## config.mk

```make
export PLATFORM = sky130hd
export DESIGN_NAME = seq_muldiv
export DESIGN_NICKNAME = d
export VERILOG_FILES = /design/src/rtl/seq_muldiv.sv
export SDC_FILE = /design/constraint.sdc
export NUM_CORES = 1
export LEC_CHECK = 0
export BUFFER_PORTS_ARGS = -buffer_cell sky130_fd_sc_hd__buf_2
export CORE_MARGIN = 2
export CORE_UTILIZATION = 60
export CTS_CLUSTER_DIAMETER = 50
export CTS_CLUSTER_SIZE = 25
export DETAILED_ROUTE_END_ITERATION = 6
export GPL_TIMING_DRIVEN = 0
export PLACE_DENSITY = 0.87
export SYNTH_ARGS = -nofsm -noshare
export SYNTH_HDL_FRONTEND = slang
export SYNTH_SLANG_ARGS = --single-unit
export TNS_END_PERCENT = 1
```

## constraint.sdc

```tcl
create_clock -name clk -period 9.5 [get_ports clk]
set_input_delay 1.9 -clock clk [delete_from_list [all_inputs] [get_ports clk]]
set_output_delay 1.9 -clock clk [all_outputs]
set_load 0.01 [all_outputs]
```

## src/rtl/seq_muldiv.sv

```systemverilog
// Sequential unsigned multiplier / restoring divider, one bit per cycle.
// Fixed latency of WIDTH+2 cycles from accepted start to the done pulse.
module seq_muldiv #(
    parameter int WIDTH = 16
) (
    input  logic             clk,
    input  logic             reset,
    input  logic             start,
    input  logic             mode,
    input  logic [WIDTH-1:0] op_a,
    input  logic [WIDTH-1:0] op_b,
    input  logic             ctrl_stop,
    output logic             ready,
    output logic             done,
    output logic [WIDTH-1:0] result_hi,
    output logic [WIDTH-1:0] result_lo,
    output logic             div_by_zero
);

    localparam int CNT_W = $clog2(WIDTH + 1);

    typedef enum logic [1:0] {
        IDLE = 2'd0,
        LOAD = 2'd1,
        RUN  = 2'd2,
        DONE = 2'd3
    } state_t;

    state_t             state_r;
    state_t             state_nx_s;
    logic [CNT_W-1:0]   cnt_r;
    logic               mode_r;
    logic [WIDTH-1:0]   op_a_r;
    logic [WIDTH-1:0]   op_b_r;
    logic [WIDTH-1:0]   acc_r;
    logic [WIDTH-1:0]   sh_r;
    logic [WIDTH-1:0]   acc_step_s;
    logic [WIDTH-1:0]   sh_step_s;
    logic [WIDTH:0]     sum_s;
    logic [WIDTH:0]     rem_sh_s;
    logic [WIDTH-1:0]   diff_s;
    logic               div_zero_s;
    logic               ready_r;
    logic               done_r;
    logic [WIDTH-1:0]   result_hi_r;
    logic [WIDTH-1:0]   result_lo_r;
    logic               div_by_zero_r;

    assign div_zero_s  = mode_r && (op_b_r == {WIDTH{1'b0}});
    assign ready       = ready_r;
    assign done        = done_r;
    assign result_hi   = result_hi_r;
    assign result_lo   = result_lo_r;
    assign div_by_zero = div_by_zero_r;

    // State register
    always_ff @(posedge clk) begin
        if (!reset) begin
            state_r <= IDLE;
        end else begin
            state_r <= state_nx_s;
        end
    end

    // Next-state logic; abort wins over completion in LOAD and RUN
    always_comb begin
        state_nx_s = state_r;
        case (state_r)
            IDLE: begin
                if (start) begin
                    state_nx_s = LOAD;
                end else begin
                    state_nx_s = IDLE;
                end
            end
            LOAD: begin
                if (ctrl_stop) begin
                    state_nx_s = IDLE;
                end else if (div_zero_s) begin
                    state_nx_s = DONE;
                end else begin
                    state_nx_s = RUN;
                end
            end
            RUN: begin
                if (ctrl_stop) begin
                    state_nx_s = IDLE;
                end else if (cnt_r == CNT_W'(1)) begin
                    state_nx_s = DONE;
                end else begin
                    state_nx_s = RUN;
                end
            end
            DONE:    state_nx_s = IDLE;
            default: state_nx_s = IDLE;
        endcase
    end

    // One iteration: multiply adds and shifts {acc,sh} right; divide shifts left and restores
    always_comb begin
        sum_s      = {1'b0, acc_r} + (sh_r[0] ? {1'b0, op_a_r} : {(WIDTH + 1){1'b0}});
        rem_sh_s   = {acc_r, sh_r[WIDTH-1]};
        diff_s     = rem_sh_s[WIDTH-1:0] - op_b_r;
        acc_step_s = acc_r;
        sh_step_s  = sh_r;
        if (!mode_r) begin
            acc_step_s = sum_s[WIDTH:1];
            sh_step_s  = {sum_s[0], sh_r[WIDTH-1:1]};
        end else if (rem_sh_s >= {1'b0, op_b_r}) begin
            acc_step_s = diff_s;
            sh_step_s  = {sh_r[WIDTH-2:0], 1'b1};
        end else begin
            acc_step_s = rem_sh_s[WIDTH-1:0];
            sh_step_s  = {sh_r[WIDTH-2:0], 1'b0};
        end
    end

    // Operand capture, iteration datapath and counter
    always_ff @(posedge clk) begin
        if (!reset) begin
            mode_r <= 1'b0;
            op_a_r <= {WIDTH{1'b0}};
            op_b_r <= {WIDTH{1'b0}};
            acc_r  <= {WIDTH{1'b0}};
            sh_r   <= {WIDTH{1'b0}};
            cnt_r  <= {CNT_W{1'b0}};
        end else begin
            case (state_r)
                IDLE: begin
                    if (start) begin
                        mode_r <= mode;
                        op_a_r <= op_a;
                        op_b_r <= op_b;
                    end
                end
                LOAD: begin
                    acc_r <= {WIDTH{1'b0}};
                    sh_r  <= mode_r ? op_a_r : op_b_r;
                    cnt_r <= CNT_W'(WIDTH);
                end
                RUN: begin
                    acc_r <= acc_step_s;
                    sh_r  <= sh_step_s;
                    cnt_r <= cnt_r - CNT_W'(1);
                end
                DONE: begin
                    cnt_r <= cnt_r;
                end
                default: begin
                    cnt_r <= {CNT_W{1'b0}};
                end
            endcase
        end
    end

    // Registered status and results; results only move on entry to DONE
    always_ff @(posedge clk) begin
        if (!reset) begin
            ready_r       <= 1'b1;
            done_r        <= 1'b0;
            result_hi_r   <= {WIDTH{1'b0}};
            result_lo_r   <= {WIDTH{1'b0}};
            div_by_zero_r <= 1'b0;
        end else begin
            ready_r <= (state_nx_s == IDLE);
            done_r  <= (state_nx_s == DONE);
            if (state_nx_s == DONE && state_r == LOAD) begin
                result_hi_r   <= op_a_r;
                result_lo_r   <= {WIDTH{1'b1}};
                div_by_zero_r <= 1'b1;
            end else if (state_nx_s == DONE) begin
                result_hi_r   <= acc_step_s;
                result_lo_r   <= sh_step_s;
                div_by_zero_r <= 1'b0;
            end else begin
                result_hi_r   <= result_hi_r;
                result_lo_r   <= result_lo_r;
                div_by_zero_r <= div_by_zero_r;
            end
        end
    end

endmodule

```

==> results.md <==
| Stage | Item | This run |
| --- | --- | --- |
| place | Post-DP HPWL | 15300 um |
| place | Port-buffer cells | 70 |
| clock tree | Post-cts resize count | 0 |
| routing | Detailed Route Iter0 Violations | 605 |
| routing | Per-cell via count in the routed design | 6.20 |
| synthesis | Number of enable flip-flop cells after synthesis | 0 |
| run | Maximum capacitance violations | 0 |
| synthesis | Synthesized cell area | 6550 um2 |
| global route | Maximum number of pins on one net before global-route repair | 18 |
| clock tree | CTS H-Tree Depth | 3 |
| synthesis | Number of library cell types mapped by synthesis | 61 |
| critical path | Worst Path Max Fanout | 10 |
| timing | Final period util | 0.422 |
| critical path | Peak per-stage delay on the critical path | 0.55 ns |
| die | Total die area | 11800 um2 |
| status | Outcome | finished, final reports clean |
| final layout | Post-synthesis to final-layout area growth | 10.9% |
| timing | Maximum frequency from static timing analysis | 249 MHz |
| synthesis | FFs w/ async S/R, synth | 0 |
| die | Cell Rows | 38 |
| timing | Setup violators final | 0 |
| min path | Kind of path behind the tightest hold check | reg -> reg |
| global route | Met2 track utilization from global routing | 0.527 |
| global route | First-pass GRT wire length | 31100 um |
| timing | Clk_skew | 0.0136 ns |
| routing | Total wirelength of the detailed-routed design | 19800 um |
| place | Final Wtd Congestion | 0.977 |
| critical path | Cells traversed along the worst timing path | clkbuf_1 > and2_1 > ha_1 > inv_1 > fa_1 > nor2b_1 > o31a_1 > o21ai_1 > o21ai_0 > a2111oi_0 > a2111oi_0 > a211oi_2 > o221ai_1 |
| power | Total leakage power | 0.00300 uW |
| routing | Remaining antenna violation count | 0 |
| timing | Setup total negative slack | 0 ns |
| synthesis | Total of flip-flops plus latches after synthesis | 107 |
| global route | Initial antenna violation count | 0 |
| global route | Number of global-route vias before repair | 6051 |
| clock tree | CTS max path bufs | 2 |
| clock tree | Later-pin clock latency in the skew report | 0.39 ns |
| clock tree | Root buffer selected by CTS | sky130_fd_sc_hd__clkbuf_8 |
| critical path | CP arrival | 4.31 ns |
| routing | Count of unresolved DRC violations after routing | 0 |
| power | Power density relative to cell area | 126 nW/um2 |
| clock tree | Number of sinks handled by clock tree synthesis | 107 |
| critical path | Cell mode on critical path | sky130_fd_sc_hd__a2111oi_0 |
| synthesis | Total nets after synthesis | 907 |
| final layout | Number of nets in the layout | 988 |
| critical path | Number of buffer and inverter instances along the worst setup path | 2 |
| timing | Time the worst path needs with I/O delays and setup | 4.01 ns |
| clock tree | Clock buffer count from CTS | 9 |
| global route | GRT Resource Usage Total | 0.346 |
| routing | DR WL/cell | 18.8 um |
| critical path | Crit path required time | 9.80 ns |
| routing | Detailed-route via count | 6540 |
| routing | Number of detailed-route iterations in the first pass | 5 |
| die | Effective utilization at floorplan | 0.610 |
| die | Die outline width | 109 um |
| power | Maximum vdd ir drop | 112 uV |
| global route | GR Layer Usage met1 | 0.457 |
| timing | Final Hold Slack | 0.478 ns |
| timing | Number of hold violations in the final report | 0 |
| global route | Remaining Overflow, GRT | 0 |
| synthesis | Number of warning messages in the yosys log | 0 |
| clock tree | Clock transition at the register clock pins on the worst setup and hold paths after CTS | 0.11 ns |
| critical path | Dominant delay contributor by cell family on the critical path | compound AO/OA/AOI/OAI gates |
| die | Core area | 10700 um2 |
| final layout | Non-filler instance count after layout | 1055 |
| final layout | Number of fillers in the final layout | 984 |
| clock tree | Setup Buffers After CTS | 0 |
| timing | Headroom to the max-slew limit | 0.472 |
| timing | Final max-slew violation count | 0 |
| synthesis | Primary flip-flop cell chosen by synthesis mapping | sky130_fd_sc_hd__dfxtp_1 |
| critical path | Critical path class | reg -> reg |
| global route | Met3 usage in global routing | 0.0844 |
| final layout | Fraction of layout cells with a size suffix above 1 | 0.120 |
| synthesis | Post-Synthesis Cells | 830 |
| clock tree | Post-CTS Hold Fix Bufs | 0 |
| die | Die height | 109 um |
| place | DP Cell Count | 1040 |
| synthesis | Average size of a mapped cell | 7.89 um2 |
| timing | Transition at the pin with the smallest max-transition slack | 0.792 ns |
| critical path | Startpoint class of the critical path | register |
| clock tree | Clock tree from TritonCTS | built |
| timing | RSZ-0062 raised after global routing | no |
| critical path | Crit end category | register |
| critical path | Max stage delay cell, worst path | sky130_fd_sc_hd__dfxtp_1 |
| power | Total power of the final layout | 917 uW |
| global route | Busiest layer in global routing | met2 |
| final layout | Count of antenna diodes in the layout | 0 |
| die | Count of boundary I/O pins | 72 |
| synthesis | Part of the Yosys area used for sequential elements | 0.327 |
-- layout make-up --
class	instances	area, um2	share of cell area
Multi-Input combinational cell	635	4060	0.559
Sequential cell	107	2140	0.295
Timing Repair Buffer	70	350	0.0482
Buffer	56	228	0.0313
Tap cell	140	175	0.0241
Clock buffer	10	128	0.0176
Inverter	32	120	0.0165
Clock inverter	5	62.6	0.00861
-- state kept, by name (all words and copies together) (netlist names) --
signal / flops
acc_r: 16
op_a_r: 16
op_b_r: 16
result_hi: 16
result_lo: 16
sh_r: 16
cnt_r: 5
state_r: 2
div_by_zero: 1
done: 1
mode_r: 1
ready: 1
-- cell usage in the layout (no fill, tap or decap), drive strengths merged, types with 4 or more instances in the layout --
cell and n:
nor3 16, inv 32, buf 87, nand2 121, a311oi 16, nand3 11, o21ai 44, nand4 12
mux2 10, ha 38, xnor2 19, a22o 5, a21oi 77, nor2 86, o21a 9, and2 18
clkbuf 49, mux2i 40, nor4 5, and3 4, a21o 8, nor2b 5, o221ai 8, a211oi 21
o21bai 4, or3 6, a2111oi 7, a31oi 7, dfxtp 107
-- per-stage QoR --
stage / area (um2) / setup slack (ns) / util
3_3_place_gp: 7080 / 5.78 / 0.659
2_1_floorplan: 6550 / 6.48 / -
5_1_grt: 7270 / 5.20 / 0.676
3_5_place_dp: 7080 / 5.70 / 0.659
6_report: 7270 / 5.49 / 0.676
4_1_cts: 7270 / 5.61 / 0.676
-- final timing paths --
kind | start | end | slack [ns] | cells past startpoint
worst min register to register | op_b_r[3]$_SDFFE_PN0P_ | op_b_r[3]$_SDFFE_PN0P_ | 0.48 | 2
worst max register to register | sh_r[0]$_SDFFE_PN0P_ | result_hi[13]$_SDFFE_PN0P_ | 5.49 | 13
worst max-delay path | sh_r[0]$_SDFFE_PN0P_ | result_hi[13]$_SDFFE_PN0P_ | 5.49 | 13
worst min-delay path | op_b_r[3]$_SDFFE_PN0P_ | op_b_r[3]$_SDFFE_PN0P_ | 0.48 | 2
-- kinds of logic after synthesis --
group,count (synthesis),share of synthesized area
adder cells (fa/ha/maj),40,0.0787
multiplexers,50,0.0800
AND/OR/NAND/NOR,296,0.201
XOR/XNOR,22,0.0294
AO/OA/AOI/OAI,227,0.231
flip-flops,107,0.327
buffers and inverters,88,0.0531
-- layer usage --
metal / vias up / wire [um]
met3: 74 / 1860
met2: 329 / 8650
met5: - / 0
met4: 0 / 954
met1: 3012 / 8350
li1: 3125 / -
-- tightest hold or removal path: cells and delay by family (launching register included) --
kind	cells	cell delay (ns)
AOI/OAI and AO/OA	1	0.05
DFF	1	0.33
and+or+nand+nor	1	0.05
-- synth_stat cells, drive strengths merged (6+ instances only) --
| library cell | instances | area, um2 |
|---|---|---|
| nand4 | 12 | 75.1 |
| nor3 | 16 | 80.1 |
| a21oi | 77 | 385 |
| dfxtp | 107 | 2140 |
| mux2i | 40 | 400 |
| a211oi | 21 | 163 |
| clkbuf | 39 | 148 |
| inv | 31 | 116 |
| or3 | 6 | 37.5 |
| o21ai | 44 | 220 |
| nand3 | 11 | 55.1 |
| a311oi | 16 | 140 |
| o221ai | 8 | 70.1 |
| a31oi | 7 | 43.8 |
| buf | 17 | 80.1 |
| nor2 | 86 | 330 |
| a21o | 8 | 60.1 |
| xnor2 | 19 | 166 |
| a2111oi | 7 | 98.8 |
| ha | 38 | 475 |
| o21a | 9 | 67.6 |
| and2 | 18 | 113 |
| mux2 | 10 | 124 |
| nand2 | 121 | 454 |
-- power breakdown --
group          switching (uW)  total [uW]  internal [uW]
Combinational             100         164           63.5
Sequential               13.5         473            459
Clock                     159         281            122
Total                     273         917            645
Power figures use the tool's default switching activity.
